[src/rtl/dp_pkg.sv]
// rtl/dp_pkg.sv - shared width, function-select codes and flag positions for datapath_unit
package dp_pkg;

   localparam int DP_DW = 16;

   localparam logic [3:0] FS_A     = 4'h0;
   localparam logic [3:0] FS_INC   = 4'h1;
   localparam logic [3:0] FS_ADD   = 4'h2;
   localparam logic [3:0] FS_ADDC  = 4'h3;
   localparam logic [3:0] FS_ADDNB = 4'h4;
   localparam logic [3:0] FS_SUB   = 4'h5;
   localparam logic [3:0] FS_DEC   = 4'h6;
   localparam logic [3:0] FS_TFR   = 4'h7;
   localparam logic [3:0] FS_AND   = 4'h8;
   localparam logic [3:0] FS_OR    = 4'h9;
   localparam logic [3:0] FS_XOR   = 4'hA;
   localparam logic [3:0] FS_NOT   = 4'hB;
   localparam logic [3:0] FS_B     = 4'hC;
   localparam logic [3:0] FS_SHR   = 4'hD;
   localparam logic [3:0] FS_SHL   = 4'hE;
   localparam logic [3:0] FS_ZERO  = 4'hF;

   localparam int FLAG_Z = 0;
   localparam int FLAG_N = 1;
   localparam int FLAG_C = 2;
   localparam int FLAG_V = 3;

endpackage

[src/rtl/reg_file_16.sv]
// rtl/reg_file_16.sv - 16-entry register file, two combinational reads, one write, async clear
module reg_file_16
   import dp_pkg::*;
#(
   parameter int DW = DP_DW
) (
   input  logic          clk_i,
   input  logic          rst_ni,
   input  logic          we_i,
   input  logic [3:0]    waddr_i,
   input  logic [DW-1:0] wdata_i,
   input  logic [3:0]    raddr_a_i,
   input  logic [3:0]    raddr_b_i,
   output logic [DW-1:0] rdata_a_o,
   output logic [DW-1:0] rdata_b_o
);

   logic [DW-1:0] regs_q [16];

   // No write-to-read bypass: a same-cycle read sees the pre-edge value.
   always_ff @(posedge clk_i or negedge rst_ni) begin
      if (!rst_ni) begin
         for (int i = 0; i < 16; i++) begin
            regs_q[i] <= '0;
         end
      end else if (we_i) begin
         regs_q[waddr_i] <= wdata_i;
      end
   end

   assign rdata_a_o = regs_q[raddr_a_i];
   assign rdata_b_o = regs_q[raddr_b_i];

endmodule

[src/rtl/datapath_unit.sv]
// rtl/datapath_unit.sv - register file, function unit and VCNZ flags; DP_SHIFT_EN builds the D/E shifter
module datapath_unit
   import dp_pkg::*;
#(
   parameter int DW = DP_DW
) (
   input  logic          clk_main,
   input  logic          reset,
   input  logic [3:0]    DR,
   input  logic [3:0]    SA,
   input  logic [3:0]    SB,
   input  logic [3:0]    FS,
   input  logic          MB,
   input  logic          MD,
   input  logic          RW,
   input  logic [DW-1:0] DataIn,
   output logic [DW-1:0] BusA,
   output logic [DW-1:0] BusB,
   output logic          V,
   output logic          C,
   output logic          N,
   output logic          Z
);

   logic [DW-1:0] rd_b;
   logic [DW-1:0] b_add;
   logic          cin;
   logic [DW:0]   sum;
   logic [DW-1:0] f;
   logic          c_f;
   logic          v_f;
   logic [DW-1:0] wdata;
   logic [3:0]    flags_q;
   logic [3:0]    flags_d;

   reg_file_16 #(.DW(DW)) u_rf (
      .clk_i     (clk_main),
      .rst_ni    (reset),
      .we_i      (RW),
      .waddr_i   (DR),
      .wdata_i   (wdata),
      .raddr_a_i (SA),
      .raddr_b_i (SB),
      .rdata_a_o (BusA),
      .rdata_b_o (rd_b)
   );

   assign BusB  = MB ? {{(DW-4){1'b0}}, SB} : rd_b;
   assign wdata = MD ? DataIn : f;

   // Every code 0-7 goes through the one adder so carry/overflow come out uniformly.
   always_comb begin
      b_add = '0;
      cin   = 1'b0;
      case (FS)
         FS_INC:   cin = 1'b1;
         FS_ADD:   b_add = BusB;
         FS_ADDC:  begin b_add = BusB;  cin = 1'b1; end
         FS_ADDNB: b_add = ~BusB;
         FS_SUB:   begin b_add = ~BusB; cin = 1'b1; end
         FS_DEC:   b_add = '1;
         default:  ;
      endcase
   end

   assign sum = {1'b0, BusA} + {1'b0, b_add} + {{DW{1'b0}}, cin};

   always_comb begin
      f   = '0;
      c_f = 1'b0;
      v_f = 1'b0;
      case (FS)
         FS_A, FS_INC, FS_ADD, FS_ADDC, FS_ADDNB, FS_SUB, FS_DEC, FS_TFR: begin
            f   = sum[DW-1:0];
            c_f = sum[DW];
            v_f = (BusA[DW-1] == b_add[DW-1]) && (sum[DW-1] != BusA[DW-1]);
         end
         FS_AND:  f = BusA & BusB;
         FS_OR:   f = BusA | BusB;
         FS_XOR:  f = BusA ^ BusB;
         FS_NOT:  f = ~BusA;
         FS_B:    f = BusB;
`ifdef DP_SHIFT_EN
         FS_SHR:  begin f = {1'b0, BusB[DW-1:1]}; c_f = BusB[0];    end
         FS_SHL:  begin f = {BusB[DW-2:0], 1'b0}; c_f = BusB[DW-1]; end
`else
         FS_SHR, FS_SHL: f = BusB;
`endif
         FS_ZERO: f = '0;
         default: f = '0;
      endcase
   end

   // Loads (MD=1) write the register file but leave the flags alone.
   always_comb begin
      flags_d = flags_q;
      if (RW && !MD) begin
         flags_d[FLAG_V] = v_f;
         flags_d[FLAG_C] = c_f;
         flags_d[FLAG_N] = f[DW-1];
         flags_d[FLAG_Z] = (f == '0);
      end
   end

   always_ff @(posedge clk_main or negedge reset) begin
      if (!reset) begin
         flags_q <= '0;
      end else begin
         flags_q <= flags_d;
      end
   end

   assign V = flags_q[FLAG_V];
   assign C = flags_q[FLAG_C];
   assign N = flags_q[FLAG_N];
   assign Z = flags_q[FLAG_Z];

endmodule

[config.mk]
export PLATFORM = sky130hd
export DESIGN_NAME = datapath_unit
export DESIGN_NICKNAME = d
export VERILOG_FILES = /design/src/rtl/dp_pkg.sv /design/src/rtl/reg_file_16.sv /design/src/rtl/datapath_unit.sv
export SDC_FILE = /design/constraint.sdc
export NUM_CORES = 1
export LEC_CHECK = 0
export CAP_MARGIN = 20
export CORE_ASPECT_RATIO = 0.6
export CORE_MARGIN = 2
export CORE_UTILIZATION = 45
export DETAILED_ROUTE_END_ITERATION = 7
export GPL_ROUTABILITY_DRIVEN = 0
export HOLD_SLACK_MARGIN = 0.08
export MAX_ROUTING_LAYER = met4
export PLACE_DENSITY = 0.63
export SLEW_MARGIN = 20
export SYNTH_ARGS = -nofsm -noshare
export SYNTH_HDL_FRONTEND = slang
export SYNTH_SLANG_ARGS = --single-unit
[constraint.sdc]
create_clock -name clk_main -period 4.98 [get_ports clk_main]
set_input_delay 1.494 -clock clk_main [delete_from_list [all_inputs] [get_ports clk_main]]
set_output_delay 1.494 -clock clk_main [all_outputs]
set_load 0.01 [all_outputs]
==> results of run 1 <==
[cell families after synthesis]
kind of cell / count (synthesis) / synth area share (%)
flops: 260 / 39.99
fa+ha+maj: 49 / 3.861
mux: 271 / 26.97
compound gates: 309 / 11.64
simple gates: 480 / 12.47
xor+xnor: 8 / 0.4307
buf+inv: 160 / 4.638
[layout by cell type (no fill, tap or decap), types with 6 or more instances in the layout]
cell,netlist,routed
nand2_1,327,322
buf_4,6,302
dfrtp_1,260,260
mux4_2,125,125
o21ai_1,68,87
mux2_2,81,66
nor2_1,67,65
o21ai_0,89,65
mux2i_1,62,50
ha_1,47,45
a21oi_1,44,39
inv_1,40,38
clkdlybuf4s50_1,0,32
buf_12,0,32
clkbuf_16,0,27
dlygate4sd2_1,0,25
mux2_4,1,19
nand3_1,17,16
mux2i_2,1,11
buf_6,11,11
nor2b_1,12,10
a221oi_2,3,10
a22oi_1,11,9
nand2b_1,9,9
o211ai_1,9,9
clkinv_2,0,8
a21o_1,8,8
nor3_1,8,8
buf_8,2,8
or2_2,9,7
nand2_2,1,6
[worst min-delay path: cells and delay by family (launching register included)]
| kind | cells | cell delay [ps] |
|---|---|---|
| simple gates | 1 | 50 |
| flops | 1 | 350 |
| compound gates | 1 | 50 |
[what timing repair did]
action | CTS | global route
cloned | 4 | 2
gates resized for setup | 138 | 50
buffers inserted | 45 | 11
endpoints found under the setup margin | 182 | 136
pin swaps | 20 | 25
endpoints found under the hold margin | 0 | 0
[cell type report]
type / count / area (sq um) / area share (%)
Antenna cell: 1 / 2.502 / 0.01157
Clock buffer: 32 / 703.2 / 3.252
Clock inverter: 16 / 172.7 / 0.7985
Inverter: 47 / 181.4 / 0.8390
Multi-Input combinational cell: 1119 / 9557 / 44.19
Sequential cell: 260 / 6506 / 30.09
Tap cell: 467 / 584.3 / 2.702
Timing Repair Buffer: 426 / 3918 / 18.12
[per-layer routing]
metal	part of all wire, %	vias up	GRT usage, %	wire, um
li1	-	6289	-	-
met1	43	7212	45.85	25740
met2	42	836	46.12	24970
met3	13	147	10.19	7543
met4	3.0	0	8.735	1819
met5	0	-	-	0
[registers in the layout, summed over array words and instances (netlist names)]
| register | flops |
|---|---|
| u_rf.regs_q | 256 |
| flags_q | 4 |
[metrics by stage]
step                      power (W)  setup slack [ps]  std cells
after global placement     0.006118             -1087       2259
after global routing       0.009035            -157.4       2367
after floorplan            0.004843            -444.8       1537
after CTS                  0.008467            -67.94       2356
final                      0.008633            -138.0       2368
after detailed placement   0.006248             -1135       2259
[power by group]
part | total (W) | leakage (nW) | switching [W] | internal, W
clock | 0.00205 | 0.422 | 0.000926 | 0.00112
combinational | 0.00343 | 6.24 | 0.00161 | 0.00182
sequential | 0.00316 | 3.31 | 0.000474 | 0.00268
[worst max path at each step]
stage | start | to | cells after the start
finish | SB[0] | u_rf.regs_q[28] | 21
global route | SB[0] | u_rf.regs_q[142] | 22
CTS | SB[0] | BusB[12] | 9
detailed placement | SB[3] | u_rf.regs_q[158] | 22
global placement | SB[3] | u_rf.regs_q[30] | 22
floorplan | SB[0] | u_rf.regs_q[110] | 20
==> impl_metrics.yaml, run 1 <==
outcome:
  status: "complete, but fails checks"
  violations: "negative setup slack"
synth:
  syn_nets: 1623
  yosys.area.top_type_share_pct: 39.99
  yosysUniqueCellTypes: 79
  yosys.cell_count.top_type: "nand2_1"
  syn_area_sq_mm: 0.01627
  syn_inst: 1537
  async_flop_share_pct: 100.0
  netlist_top_cells_area: "dfrtp_1 40%, mux4_2 17%, nand2_1 7.5%"
  ys.flop_type: "dfrtp_1"
  synth-seq-cells: 260
  syn_avg_cell_area_sq_um: 10.58
  synth_warnings: 0
  seq_area_frac_synth_pct: 39.99
  synth_commonest_cells: "327 x nand2_1, 260 x dfrtp_1, 125 x mux4_2, 89 x o21ai_0, 81 x mux2_2"
  yosysTopAreaCell: "dfrtp_1"
  synth-edff-count: 0
critical_path:
  rr_startpoint: "u_rf.regs_q[48]"
  cp_num_buf_inv: 4
  critPathRequiredTime_ps: 5380
  crit_path_start_kind: "input port"
  critPathSlowestCell: "mux4_2"
  critPathTopFamily: "multiplexers"
  reg2regPathDepth: 19
  arrival_ps: 5510
  path_cells: "buf_16, buf_8, mux4_2, mux2i_1, mux2_4, nor2_2, a21oi_2, mux2i_1, nor2_1, fa_2, inv_2, fa_2, nor2b_4, o2111ai_4, a31oi_4, buf_4, a31oi_2, xnor2_1, mux2i_2, mux2_4, o21ai_0"
  worstSetupPathType: "input port to register"
  slowest_delay_ps: 480
  reg2reg_to: "u_rf.regs_q[28]"
  r2r_setup_slack_ps: 600
  end_kind: "register"
  path_max_fanout: 8
cells_and_area:
  nFillCells: 2803
  utilization_pct: 61.30
  design_area_sq_mm: 0.02162
  drive_gt1_share_pct: 38.00
  area_growth_pct: 32.93
  fin_nets: 1966
detailed_routing:
  firstDrtPassIters: 5
  num_vias: 14480
  drtAntennaViolNets: 0
  drt_iter0_drc: 1784
  route.detailed.drc: 0
  post_drt_via_cell_ratio: 6.117
  totalWireLength_mm: 60.07
  wl_per_cell_um: 25.37
min_path:
  min_from: "flags_q[2]"
  min_path_type: "register to register"
  holdPathStages: 2
  worst_hold_path.endpoint: "flags_q[2]"
clock_network:
  root_buffer: "clkbuf_16"
  cts_sinks: 260
  cts_inserted_buffers: 26
  cts_tree: "built"
  path_clk_slew_ps: 80
  h-tree-depth: 1
  clock_latency_ps: 580
  cts_buffer_depth: 3
  cts_hold_buf: 0
sta:
  drv_slew: 0
  relSlewSlack_pct: 23.35
  fin_crit_sh_pct: 102.8
  layout_setup_ws_ps: -138.0
  finalHoldViolCount: 0
  tns_ps: -1799
  period_minus_slack_ps: 5118
  max_freq_mhz: 195.4
  fin_skew_ps: 30.13
  whs_ps: 491.8
  setup_viol: 41
  rsz0062_at_grt: "yes"
  worst-slew-pin-transition_ps: 1147
global_route:
  grt_pass1_vias: 14290
  grt-ovfl-total: 0
  grt_pass1_wl_mm: 89.09
  grt_max_degree: 110
  antenna_found_initial: 0
  grt.total_usage_pct: 32.77
power:
  leakage_nw: 9.972
  ir_drop_mv: 0.2732
  p_per_area_mw_per_mm2: 399.2
place:
  place_area_sq_mm: 0.01962
  portBuffers: 72
  dpl.hpwl_mm: 42.66
die:
  dieWidth_um: 249.5
  core_sq_mm: 0.03528
  rows: 53
  die-area_sq_mm: 0.03774
  start_util_pct: 46.11
  die_h_um: 151.3
  io_pins: 73
flow_run:
  drv_cap: 0
(Power assumes the default switching activity.)
==> run 2: changes to the inputs <==
--- a/config.mk
+++ b/config.mk
@@ -13,7 +13,7 @@
 export GPL_ROUTABILITY_DRIVEN = 0
 export HOLD_SLACK_MARGIN = 0.08
 export MAX_ROUTING_LAYER = met4
-export PLACE_DENSITY = 0.63
+export PLACE_DENSITY = 0.66
 export SLEW_MARGIN = 20
 export SYNTH_ARGS = -nofsm -noshare
 export SYNTH_HDL_FRONTEND = slang
==> constraint.sdc (replaced) <==
create_clock -name clk_main -period 4.3 [get_ports clk_main]
set_input_delay 1.29 -clock clk_main [delete_from_list [all_inputs] [get_ports clk_main]]
set_output_delay 1.29 -clock clk_main [all_outputs]
set_load 0.01 [all_outputs]
==> impl_metrics.yaml, run 2 (synthesis gave the netlist of run 1 again) <==
detailed_routing:
  totalWireLength_mm: 64.10
  post_drt_via_cell_ratio: 6.377
  route.detailed.drc: 0
  drt_iter0_drc: 1902
  num_vias: 15440
  wl_per_cell_um: 26.47
  drtAntennaViolNets: 0
  firstDrtPassIters: 6
place:
  place_area_sq_mm: 0.01984
  dpl.hpwl_mm: 42.39
  placed_cells: 2252
  portBuffers: 72
die:
  die-area_sq_mm: 0.03774
  io_pins: 73
  rows: 53
  dieWidth_um: 249.5
  core_sq_mm: 0.03528
  start_util_pct: 46.11
  die_h_um: 151.3
global_route:
  grt.total_usage_pct: 33.50
  antenna_found_initial: 0
  grt_pass1_wl_mm: 91.69
  grt_max_degree: 107
  grt_pass1_vias: 14560
  grt-ovfl-total: 0
sta:
  fin_skew_ps: 42.41
  whs_ps: 498.4
  setup_viol: 247
  period_minus_slack_ps: 4860
  fin_crit_sh_pct: 113.0
  relSlewSlack_pct: 39.05
  finalHoldViolCount: 0
  max_freq_mhz: 205.8
  drv_slew: 0
  rsz0062_at_grt: "yes"
  worst-slew-pin-transition_ps: 914.3
  layout_setup_ws_ps: -559.6
critical_path:
  end_kind: "register"
  arrival_ps: 5310
  worstSetupPathType: "input port to register"
  crit_path_start_kind: "input port"
  path_max_fanout: 16
  critPathRequiredTime_ps: 4750
clock_network:
  cts_inserted_buffers: 25
  h-tree-depth: 1
  clock_latency_ps: 580
  cts_sinks: 260
  cts_hold_buf: 0
  cts_tree: "built"
  path_clk_slew_ps: 70
  root_buffer: "clkbuf_16"
  cts_buffer_depth: 3
outcome:
  violations: "negative setup slack"
  status: "complete, but fails checks"
cells_and_area:
  final-seq-area_sq_mm: 0.006506
  antenna-diode-count: 0
  layout_common_cells: "315 x nand2_1, 305 x buf_4, 260 x dfrtp_1, 125 x mux4_2, 91 x o21ai_1"
  largest-register: "u_rf.regs_q"
  multiInputGateArea_sq_mm: 0.01035
  largest_register_ffs: 256
  drive_gt1_share_pct: 46.45
  fin_nets: 2027
  utilization_pct: 66.02
  instances_no_fill: 2422
  design_area_sq_mm: 0.02329
  area_growth_pct: 43.16
  largestRegisters: "u_rf.regs_q (256), flags_q (4)"
  nFillCells: 2500
  layout_commonest_cell: "nand2_1"
flow_run:
  drv_cap: 0
power:
  p_per_area_mw_per_mm2: 462.1
  ir_drop_mv: 0.3913
  leakage_nw: 10.64
  finalPower_w: 0.01076
min_path:
  min_path_type: "register to register"
==> run 2: stage by stage <==
step                      worst slack [ps]  TNS (ps)
after floorplan                     -875.9   -116160
after global placement               -1260   -260880
after detailed placement             -1306   -271400
after CTS                           -403.2    -54230
after global routing                -646.8   -111180
final                               -559.6    -87080
==> run 2: worst paths after layout <==
check / slack (ps) / cells past startpoint / end / startpoint
min in group asynchronous: 800 / 1 / u_rf.regs_q[28] / reset
max in group asynchronous: 2610 / 2 / u_rf.regs_q[62] / reset
min: 500 / 2 / flags_q[1] / flags_q[1]
min reg2reg: 500 / 2 / flags_q[1] / flags_q[1]
max: -560 / 18 / u_rf.regs_q[223] / SB[1]
max reg2reg: 80 / 18 / u_rf.regs_q[234] / u_rf.regs_q[64]
==> run 2: power breakdown <==
part	switching [W]	leakage [nW]	internal (W)	total, W
combinational	0.00215	6.90	0.00253	0.00468
clock	0.00102	0.422	0.00137	0.00239
sequential	0.000585	3.31	0.00310	0.00369
==> run 2: per-layer routing <==
metal	vias to the layer above	share of wire, %	GRT usage [%]
met2	1069	42	46.61
met3	193	14	11.48
met4	0	3.2	9.578
li1	6429	-	-
met1	7753	41	46.36
met5	-	0	-
==> run 2: what timing repair did <==
item	4_1_cts	5_1_grt
endpoints found under the setup margin	276	276
setup buffers	68	63
resized for setup	324	192
gates cloned	8	5
pin swaps	70	65
==> run 2: critical path, cell delays in order <==
cell and delay [ps]:
buf_4 230, buf_12 220, nor2_1 130, a221oi_2 480, nand2_1 170, a31oi_4 210
mux2i_1 230, nor2_1 70, ha_1 420, nand3_2 150, o2111ai_4 260, nand3_4 120
a21oi_4 270, o21a_1 180, o311a_1 250, mux2i_4 130, clkbuf_16 210, mux2_2 260
==> run 2: final cells by class <==
| cell class | count | area share (%) |
|---|---|---|
| multi-input combinational | 1121 | 44.46 |
| sequential | 260 | 27.94 |
| timing repair buffer | 486 | 20.61 |
| clock buffer | 32 | 2.971 |
| tap | 467 | 2.509 |
| inverter | 47 | 0.8220 |
| clock inverter | 9 | 0.6877 |
